<file path="src/rtl/toy_fetch_queue.sv">
// toy_fetch_queue: PC owner and DEPTH-entry prefetch FIFO with credit-limited fetch and redirect flush.
// Define FETCHQ_STATS_EN to add the saturating FLUSH_CNT output.
module toy_fetch_queue #(
  parameter int IW = 32,
  parameter int AW = 30,
  parameter int DEPTH = 4,
  parameter logic [AW-1:0] RESET_ADDR = '0
) (
  input  logic                     CLK,
  input  logic                     RSTN,
  output logic                     IREQ,
  output logic [AW-1:0]            IADDR,
  input  logic [IW-1:0]            INSTR,
  input  logic                     REDIRECT,
  input  logic [AW-1:0]            REDIRECT_ADDR,
  input  logic                     DEQ,
  output logic                     VALID,
  output logic [IW-1:0]            OUT_INSTR,
  output logic [AW-1:0]            OUT_ADDR,
  output logic [$clog2(DEPTH):0]   LEVEL
`ifdef FETCHQ_STATS_EN
  ,output logic [15:0]             FLUSH_CNT
`endif
);
  localparam int PW = $clog2(DEPTH);
  localparam int CW = PW + 1;
  logic [AW-1:0] pc_q, pc_d, tag_q, tag_d;
  logic [CW-1:0] cnt_q, cnt_d;
  logic [PW-1:0] rd_q, rd_d, wr_q, wr_d;
  logic          infl_q, infl_d;
  logic          deq_fire, resp_fire, ireq;
  logic [IW-1:0] ibuf_q [DEPTH];
  logic [AW-1:0] abuf_q [DEPTH];
  always_comb begin
    deq_fire  = DEQ & (cnt_q != '0) & ~REDIRECT;
    resp_fire = infl_q & ~REDIRECT;
    // credit check counts the in-flight response so the FIFO can never overflow
    ireq      = RSTN & ~REDIRECT &
                (({1'b0, cnt_q} + (CW+1)'(infl_q) - (CW+1)'(deq_fire)) < (CW+1)'(DEPTH));
    cnt_d     = REDIRECT ? '0 : cnt_q + CW'(resp_fire) - CW'(deq_fire);
    rd_d      = REDIRECT ? '0 : rd_q + PW'(deq_fire);
    wr_d      = REDIRECT ? '0 : wr_q + PW'(resp_fire);
    pc_d      = REDIRECT ? REDIRECT_ADDR : ireq ? pc_q + AW'(1) : pc_q;
    tag_d     = ireq ? pc_q : tag_q;
    infl_d    = ireq;
  end
  always_ff @(posedge CLK or negedge RSTN) begin
    if (!RSTN) begin
      pc_q   <= RESET_ADDR;
      tag_q  <= '0;
      cnt_q  <= '0;
      rd_q   <= '0;
      wr_q   <= '0;
      infl_q <= 1'b0;
    end else begin
      pc_q   <= pc_d;
      tag_q  <= tag_d;
      cnt_q  <= cnt_d;
      rd_q   <= rd_d;
      wr_q   <= wr_d;
      infl_q <= infl_d;
    end
  end
  always_ff @(posedge CLK) begin
    if (resp_fire) begin
      ibuf_q[wr_q] <= INSTR;
      abuf_q[wr_q] <= tag_q;
    end
  end
  assign IREQ      = ireq;
  assign IADDR     = pc_q;
  assign VALID     = cnt_q != '0;
  assign LEVEL     = cnt_q;
  assign OUT_INSTR = VALID ? ibuf_q[rd_q] : '0;
  assign OUT_ADDR  = VALID ? abuf_q[rd_q] : '0;
`ifdef FETCHQ_STATS_EN
  logic [15:0] flush_q, flush_d;
  logic [16:0] flush_sum;
  always_comb begin
    flush_sum = {1'b0, flush_q} + 17'(cnt_q) + 17'(infl_q);
    flush_d   = REDIRECT ? (flush_sum[16] ? 16'hFFFF : flush_sum[15:0]) : flush_q;
  end
  always_ff @(posedge CLK or negedge RSTN) begin
    if (!RSTN) flush_q <= '0;
    else flush_q <= flush_d;
  end
  assign FLUSH_CNT = flush_q;
`endif
endmodule

</file>
<file path="config.mk">
export PLATFORM = sky130hd
export DESIGN_NAME = toy_fetch_queue
export DESIGN_NICKNAME = d
export VERILOG_FILES = /design/src/rtl/toy_fetch_queue.sv
export SDC_FILE = /design/constraint.sdc
export NUM_CORES = 1
export LEC_CHECK = 0
export ABC_CLOCK_PERIOD_IN_PS = 6700
export CELL_PAD_IN_SITES_DETAIL_PLACEMENT = 1
export CELL_PAD_IN_SITES_GLOBAL_PLACEMENT = 1
export CORE_ASPECT_RATIO = 1.5
export CORE_MARGIN = 2
export CORE_UTILIZATION = 47
export CTS_CLUSTER_DIAMETER = 120
export CTS_CLUSTER_SIZE = 25
export DETAILED_ROUTE_END_ITERATION = 12
export HOLD_SLACK_MARGIN = 0.1
export PLACE_DENSITY_LB_ADDON = 0.1
export SLEW_MARGIN = 30
export SYNTH_ARGS = -nofsm -noshare
export SYNTH_HDL_FRONTEND = slang
export SYNTH_SLANG_ARGS = --single-unit
</file>
<file path="constraint.sdc">
create_clock -name CLK -period 6.7 [get_ports CLK]
set_input_delay 1.005 -clock CLK [delete_from_list [all_inputs] [get_ports CLK]]
set_output_delay 1.005 -clock CLK [all_outputs]
set_load 0.03 [all_outputs]
</file>
* Word-level counts from Yosys, hierarchy flattened
Memory sizes are Yosys's and may differ from the RTL's.
Index checks and enable logic that the tools add are counted.
** Word-level totals
- Logic and storage cells :: 33
- Memories kept :: 2
- Input bits :: 66
- Memory bits (writable) :: 248
- Register bits :: 68
- Output and inout bits :: 97
** Operators by class
- Reduce and logical (&&, ||, !) cells :: 2
- Magnitude comparators :: 1
- Mux-type cells :: 9
- Add/subtract/negate cells :: 7
- Bitwise operators :: 6
** Memory list
- ibuf_q :: words 4, width 32, rd ports 1, clocked after Yosys merged registers in 0, write ports 1, RTL line 32 : logic [IW-1:0] ibuf_q [DEPTH];
- abuf_q :: words 4, width 30, rd ports 1, clocked after Yosys merged registers in 0, write ports 1, RTL line 33 : logic [AW-1:0] abuf_q [DEPTH];
** Operator list (number)
- 30-bit 2-to-1 mux :: 3
- 32-bit 2-to-1 mux :: 1
- 30-bit by 1-bit adder with 30-bit output, second input constant :: 1
- 1-bit AND :: 5
- 2-bit by 1-bit adder with 2-bit output :: 2
- 3-bit by 1-bit adder with 4-bit output :: 1
- 4-bit by 3-bit < comparator with 1-bit output, second input constant :: 1
- 2-bit 2-to-1 mux :: 2
- 4-bit by 1-bit subtractor with 4-bit output :: 1
- 3-bit by 1-bit adder with 3-bit output :: 1
- 3-bit 2-to-1 mux :: 1
- 3-bit nonzero test :: 1
- 3-bit by 1-bit subtractor with 3-bit output :: 1
- 1-bit 2-to-1 mux :: 2
- 2-bit nonzero test :: 1
- 1-bit NOT :: 1

* Depth between registers and ports, before layout
Gate-level depths: netlist of the first run.
- Word-level depth :: 8
- Gate-level depth with buffers :: 12
- Mapped depth without buffers :: 9

* Worst setup path before layout of the first run
OpenSTA, ideal clock, no wires.
- Kind :: input to register
- Start point :: input REDIRECT
- End point :: memory abuf_q[0][0], enable pin
- Buffers on the path :: 1
- Path slack :: 0.222 ns
- Stages on the path :: 3
- Data required time :: 6.129 ns
- Arrival time :: 5.907 ns
- Library setup time :: 0.571 ns
- Cells stage by stage :: buf_6 -> nor2b_1 -> nor3b_1
** Between the ends
- Cells in the longest elaborated chain, start to end :: 4
** RTL lines
- start, declared :: RTL line 14 : input logic REDIRECT,
- 1-bit NOT :: RTL line 36 : resp_fire = infl_q & ~REDIRECT;
- 1-bit AND :: RTL line 36
- 1-bit 2-to-1 mux :: RTL line 65 : if (resp_fire) begin
- 1-bit 2-to-1 mux (not written as such) :: RTL line 67 : abuf_q[wr_q] <= tag_q;
- end, declared :: RTL line 33
Every way passes these cells.

* Worst setup path after layout of the first run
- Start point :: input DEQ
- End point :: output IREQ
** Between the ends
- Cells in the longest elaborated chain, start to end :: 5
** RTL lines
- start, declared :: RTL line 16 : input logic DEQ,
- 1-bit AND (2 in series) :: RTL line 35 : deq_fire = DEQ & (cnt_q != '0) & ~REDIRECT;
- 4-bit by 1-bit subtractor with 4-bit output :: RTL line 39 : (({1'b0, cnt_q} + (CW+1)'(infl_q) - (CW+1)'(deq_fire)) < (CW+1)'(DEPTH));
- 4-bit by 3-bit < comparator with 1-bit output :: RTL line 39
- 1-bit AND :: RTL line 38 : ireq = RSTN & ~REDIRECT &
- end, declared :: RTL line 11 : output logic IREQ,
Every way passes these cells.

==> results of run 1 <==
-- per-stage QoR --
stage | cells | utilization, % | total power (uW) | cell area (sq um) | hold WS [ns]
after floorplan | 711 | - | 3958 | 12960 | 0.4724
after global placement | 1185 | 54.71 | 4690 | 14890 | 0.4947
after detailed placement | 1187 | 54.91 | 4768 | 14950 | 0.5157
after CTS | 1215 | 56.65 | 5840 | 15420 | 0.4406
after global routing | 1217 | 56.81 | 6020 | 15460 | 0.4570
final | 1217 | 56.81 | 5767 | 15460 | 0.4510
-- cell usage in the layout, fill, tap and decap left out, types with 7 or more instances in the layout --
master / synthesis / routed
buf_4: 0 / 8
mux2_4: 29 / 29
nand2_1: 39 / 39
o21ai_1: 26 / 26
clkbuf_1: 22 / 10
nor2_1: 8 / 7
inv_1: 9 / 9
edfxtp_1: 248 / 248
a211oi_1: 13 / 13
clkdlybuf4s50_1: 0 / 160
nand3_1: 7 / 7
and2_1: 62 / 62
mux4_2: 62 / 62
xor2_1: 7 / 7
clkbuf_16: 0 / 17
dfrtp_1: 68 / 66
xnor2_1: 25 / 25
-- per-layer routing --
metal | track usage (%) | wire length, um | up-vias
met2 | 34.62 | 14300 | 170
met3 | 2.215 | 986 | 30
met5 | 0 | 0 | -
met1 | 25.00 | 11600 | 3560
li1 | - | - | 3043
met4 | 4.690 | 545 | 0
-- flip-flops by register name, summed over array words and instances (netlist names) --
| signal | count |
|---|---|
| abuf_q | 120 |
| LEVEL | 3 |
| wr_q | 2 |
| tag_q | 30 |
| IADDR | 30 |
| ibuf_q | 128 |
| rd_q | 2 |
| infl_q | 1 |
-- cells by family (layout without fill, tap and decap cells) --
family,count (synthesis),after routing,share of synthesized area [%]
xor gates and xnor gates,33,33,2.375
DFF,316,316,70.59
adders and majority gates,7,7,0.7337
muxes,96,96,14.56
and+or+nand+nor,149,149,6.440
buffers and inverters,48,212,1.815
AOI/OAI and AO/OA,62,62,3.485
-- cell type report --
class                           instances  area (sq um)
Multi-Input combinational cell        347          3606
Inverter                               10         37.54
Fill cell                            2467         11760
Clock buffer                           27         462.9
Clock inverter                          1         11.26
Timing Repair Buffer                  174          1765
Sequential cell                       316          9154
Tap cell                              342         427.9
-- report_power, final --
part,switching (uW),internal [uW],total (uW)
clock,591,483,1070
combinational,1150,930,2080
sequential,214,2400,2620
total,1950,3820,5770
-- path summary, 6_finish.rpt --
path	start	end	slack, ns
min in group CLK	tag_q[12]$_DFFE_PN0P_	abuf_q[1][12]$_DFFE_PP_	0.53
setup reg to reg	LEVEL[1]$_DFF_PN0_	tag_q[15]$_DFFE_PN0P_	3.40
hold reg to reg	tag_q[12]$_DFFE_PN0P_	abuf_q[1][12]$_DFFE_PP_	0.53
max in group asynchronous	RSTN	rd_q[0]$_DFF_PN0_	5.24
setup / recovery	DEQ	IREQ	1.66
hold / removal	RSTN	IADDR[19]$_DFFE_PN0P_	0.45
-- worst max-delay path, delay by kind of cell --
kind                       cells  cell delay [ns]
AOI/OAI and AO/OA              2             0.38
adders and majority gates      1             0.22
buffers and inverters          3             1.21
and+or+nand+nor                4             1.21
==> metrics.md, run 1 <==
| Metric | Value |
|---|---|
| Largest area contributor in the netlist | `edfxtp_1` |
| Clock Path Buffers | `3` |
| Syn Nets | `784` |
| Asr flop ratio synth | `21.52%` |
| Starting Density | `47.61%` |
| Max Cap Viol | `0` |
| Post-synth EDFFs | `248` |
| Seq/Total Area, Yosys | `70.59%` |
| Setup WS post-layout | `1.659 ns` |
| Setup TNS | `0 ns` |
| First-pass GRT wire length | `44050 um` |
| # rows | `74` |
| Hold Crit Class | `in -> async` |
| Top cells by area, synth | `edfxtp_1 (57%), dfrtp_1 (13%), mux4_2 (11%)` |
| Least-Margin Pin Slew | `0.7585 ns` |
| Mapped Cells | `711` |
| Critical Path Start Type | `primary input` |
| Global route overflow | `0` |
| RSZ-0062 raised after global routing | `false` |
| Die Y | `207.4 um` |
| Final GP Congestion | `0.8267` |
| Flops & latches, synth | `316` |
| Maximum vdd drop | `0.4307 mV` |
| Vias in the first global route | `7720` |
| Fmax | `198.4 MHz` |
| Hold Buf Count CTS | `0` |
| Largest net degree at the start of global routing | `72` |
| Post-CTS Resized | `0` |
| Vias/cell | `5.590` |
| CP max stage delay | `0.67 ns` |
| Die W | `139.6 um` |
| PortBufs | `162` |
| Pre-CTS WS | `1.659 ns` |
| Endpoints failing setup | `0` |
| R2R cell count | `10` |
| Pins Over Slew Limit | `0` |
| Antenna cell count | `0` |
| CTS clock-pin slew for the worst setup and hold paths | `0.10 ns` |
| Placed wire-length estimate | `17290 um` |
| Pwr Density | `372.9 nW/um^2` |
| Crit path DAT | `4.04 ns` |
| Clk root buf | `clkbuf_16` |
| Min Clock Period, post-route | `5.041 ns` |
| Cell area after synthesis | `12960 sq um` |
| Synth cell types | `56` |
| Setup CP Type | `in -> out` |
| Most used DFF post-synth | `edfxtp_1` |
| I/O Pins | `163` |
| WL per Instance | `22.54 um` |
| Synthesis Warnings | `0` |
| Tot GR Track Use | `19.21%` |
| DRT Wirelength | `27430 um` |
| DR DRC count | `0` |
| Crit-path slowest cell | `clkdlybuf4s50_1` |
| Top-area cell type share of the netlist area | `57.46%` |
| Share of cells above drive strength 1 | `17.03%` |
| Leakage Power | `0.005194 uW` |
| Post-CTS Setup Inserts | `0` |
| Syn Area/Cell | `18.23 sq um` |
| Initial detailed-routing violation count | `300` |
| Core Area | `27220 sq um` |
| Clk_skew | `0.01903 ns` |
| Max_slew headroom | `49.24%` |
| Most frequent cell after synthesis | `edfxtp_1` |
| Final ANT Viol Nets | `0` |
| Num Clock Sinks | `316` |
| Initial antenna violation count | `0` |
| Post-synth top cells | `edfxtp_1 (248), dfrtp_1 (68), and2_1 (62), mux4_2 (62), nand2_1 (39)` |
| Clk Latency, worst-skew pair | `0.51 ns` |
| H-tree levels | `1` |
| DIE AREA | `28950 sq um` |
| NumNets Final | `938` |
| CTS buffer count | `16` |
| Final hold viol count | `0` |
| Tcrit/Tclk final | `75.23%` |
| Area delta synth->final | `19.33%` |
| Most frequent CP cell | `clkdlybuf4s50_1` |
| CP Data Required Time | `5.69 ns` |
| DRT Pass-1 Iters | `4` |
| Vias | `6803` |
| CTS tree | `done` |
| Cell breakdown of the critical path | `clkdlybuf4s50_1 -> nand2_1 -> or3_1 -> ha_1 -> nor3_1 -> o21a_2 -> o21ai_2 -> or2_2 -> inv_2 -> clkdlybuf4s50_1` |
| Maximum net fanout on the critical path | `5` |
| CP endpoint kind | `output pin` |
| Outcome | `finished clean` |
Note: power is estimated with default switching activity, not from simulation.
==> run 2: changes to the inputs <==
ABC_CLOCK_PERIOD_IN_PS = 5000   (was 6700)
clock period = 5 ns   (was 6.7 ns; I/O delays follow)
==> run 2 against run 1 <==
Against the previous run: critical path depth is the same; register-to-register slack worse by 1.5 ns; utilization is 0.087 points higher; setup slack worse by 1.1 ns.
==> metrics.md, run 2 (synthesis results as in run 1) <==
| Metric | Value |
|---|---|
| PortBufs | `162 (unchanged)` |
| First-pass GRT wire length | `42800 um (-2.8%)` |
| Clk_skew | `0.009601 ns (-0.009433 ns)` |
| Pwr Density | `497.1 nW/um^2 (+33%)` |
| Cell breakdown of the critical path | `clkdlybuf4s50_1 -> nand2_1 -> or3_1 -> ha_1 -> nor3_1 -> o21a_2 -> o21ai_2 -> or2_2 -> inv_2 -> clkdlybuf4s50_1` |
| Layout filler cell count | `2476 (+0.36%)` |
| Tcrit/Tclk final | `88.25%` |
| CTS clock-pin slew for the worst setup and hold paths | `0.10 ns (about the same)` |
| Die Y | `207.4 um (unchanged)` |
| CP Data Required Time | `4.25 ns (-1.44 ns)` |
| Post-Place Cell Area | `14960 sq um (+0.11%)` |
| CTS buffer count | `16 (unchanged)` |
| Crit path from | `DEQ` |
| Vias | `6734 (-1.0%)` |
| Tot GR Track Use | `18.54% (-0.68 points)` |
| Clock Path Buffers | `3 (unchanged)` |
| CP max stage delay | `0.66 ns (about the same)` |
| DRT Pass-1 Iters | `5 (+1)` |
| Largest delay share family, worst path | `buffers and inverters` |
| Most frequent CP cell | `clkdlybuf4s50_1` |
| # rows | `74 (unchanged)` |
| Placed wire-length estimate | `17290 um (about the same)` |
| NumNets Final | `942 (+0.43%)` |
| DRT Wirelength | `26640 um (-2.9%)` |
| Commonest cells after routing, fill and taps aside | `edfxtp_1 (248), clkdlybuf4s50_1 (160), dfrtp_1 (66)` |
| Setup TNS | `0 ns (unchanged)` |
| Final core utilization | `56.90% (+0.087 points)` |
| Outcome | `finished clean` |
| Global route overflow | `0 (unchanged)` |
| Setup crit end | `IREQ` |
| Initial detailed-routing violation count | `361 (+20%)` |
| Maximum vdd drop | `0.6207 mV (+44%)` |
| Fmax | `226.6 MHz` |
| Pins Over Slew Limit | `0 (unchanged)` |
| Final ANT Viol Nets | `0 (unchanged)` |
| Busiest grt layer | `met2` |
| R2R cell count | `10 (unchanged)` |
| Met3 Resource Use GR | `2.191% (-0.023 points)` |
| Final hold viol count | `0 (unchanged)` |
| Core Area | `27220 sq um (unchanged)` |
| Area delta synth->final | `19.51%` |
| Vias in the first global route | `7577 (-1.9%)` |
| Setup WS post-layout | `0.5873 ns (-1.072 ns)` |
| H-tree levels | `1 (unchanged)` |
| Crit-path slowest cell | `clkdlybuf4s50_1` |
| DR DRC count | `0 (unchanged)` |
| Starting Density | `47.61% (unchanged)` |
| Max_slew headroom | `41.00% (-8.2 points)` |
| Endpoints failing setup | `0 (unchanged)` |
| Post-CTS Resized | `0 (unchanged)` |
| Top Registers | `ibuf_q x128, abuf_q x120` |
| Setup CP Type | `in -> out` |
| Crit path DAT | `3.66 ns (-0.38 ns)` |
| Hold Buf Count CTS | `0 (unchanged)` |
| Register-to-register setup slack | `1.88 ns (-1.52 ns)` |
| FF-to-FF Start | `LEVEL[0]$_DFF_PN0_` |
| M1 GR Usage | `24.62% (-0.38 points)` |
| Die W | `139.6 um (unchanged)` |
| I/O Pins | `163 (unchanged)` |
| Clk Latency, worst-skew pair | `0.49 ns (-0.02 ns)` |
| Pre-CTS WS | `0.5900 ns (-1.069 ns)` |
| Share of cells above drive strength 1 | `17.41% (+0.38 points)` |
| Critical Path Start Type | `primary input` |
| Max Cap Viol | `0 (unchanged)` |
| Largest Register | `ibuf_q` |
| Antenna cell count | `0 (unchanged)` |
| Maximum net fanout on the critical path | `5 (unchanged)` |
| Largest net degree at the start of global routing | `72 (unchanged)` |
| Cell area after layout | `15490 sq um (+0.15%)` |
| Least-Margin Pin Slew | `0.8849 ns (+0.1264 ns)` |
| DIE AREA | `28950 sq um (unchanged)` |
| Power Total | `7700 uW (+34%)` |
| Hold Crit Class | `in -> async` |
| WL per Instance | `21.82 um (-3.2%)` |
| CP Buf/Inv Count | `3 (unchanged)` |
| Leakage Power | `0.005211 uW (+0.34%)` |
| Worst reg2reg path endpoint | `tag_q[29]$_DFFE_PN0P_` |
| Min Clock Period, post-route | `4.413 ns` |
| CP endpoint kind | `output pin` |
| GRT met2 Usage | `33.08% (-1.5 points)` |
| Initial antenna violation count | `0 (unchanged)` |
| Critical path depth | `10 (unchanged)` |
| Vias/cell | `5.515 (-1.3%)` |
| Final GP Congestion | `0.7974 (-3.5%)` |
| Largest register FFs | `128 (unchanged)` |
| CTS tree | `done` |
| Post-CTS Setup Inserts | `0 (unchanged)` |
| Num Clock Sinks | `316 (unchanged)` |
| Commonest non-fill, non-tap cell in the layout | `edfxtp_1` |
| RSZ-0062 raised after global routing | `false` |
| Clk root buf | `clkbuf_16` |
==> run 2: cell count changes in the layout (fill, tap and decap cells not counted), sizes merged <==
cell  before  now
buf       14   18
==> run 2: how the worst min path moves through the flow <==
stage | to | cells after the start
detailed placement | abuf_q[3][29]$_DFFE_PP_ | 0
floorplan | IADDR[0]$_DFFE_PN0P_ | 0
global route | IADDR[11]$_DFFE_PN0P_ | 1
CTS | IADDR[10]$_DFFE_PN0P_ | 1
global placement | abuf_q[1][8]$_DFFE_PP_ | 0
finish | IADDR[13]$_DFFE_PN0P_ | 1
==> run 2: final cells by class <==
cell class / instances / area (sq um) / area share, %
sequential: 316 / 9154 / 59.10
multi-input combinational: 347 / 3605 / 23.27
timing repair buffer: 178 / 1790 / 11.56
clock buffer: 27 / 462.9 / 2.989
tap: 342 / 427.9 / 2.763
inverter: 10 / 37.54 / 0.2423
clock inverter: 1 / 11.26 / 0.07270
==> run 2: per-stage QoR <==
| stage | instances | hold WS, ns |
|---|---|---|
| floorplan | 711 | 0.4544 |
| global placement | 1190 | 0.4949 |
| detailed placement | 1191 | 0.5163 |
| CTS | 1219 | 0.2211 |
| global route | 1221 | 0.2132 |
| finish | 1221 | 0.2067 |
==> run 2: per-layer routing <==
metal	vias up	wire length, um	share of wire [%]
met2	151	13720	52
met5	-	0	0
li1	3051	-	-
met3	28	932	3.5
met1	3504	11550	43
met4	0	435	1.6
==> run 2: power breakdown <==
group          switching [uW]  internal, uW
logic                    1530          1240
registers                 290          3220
clock network             775           646
total                    2590          5110
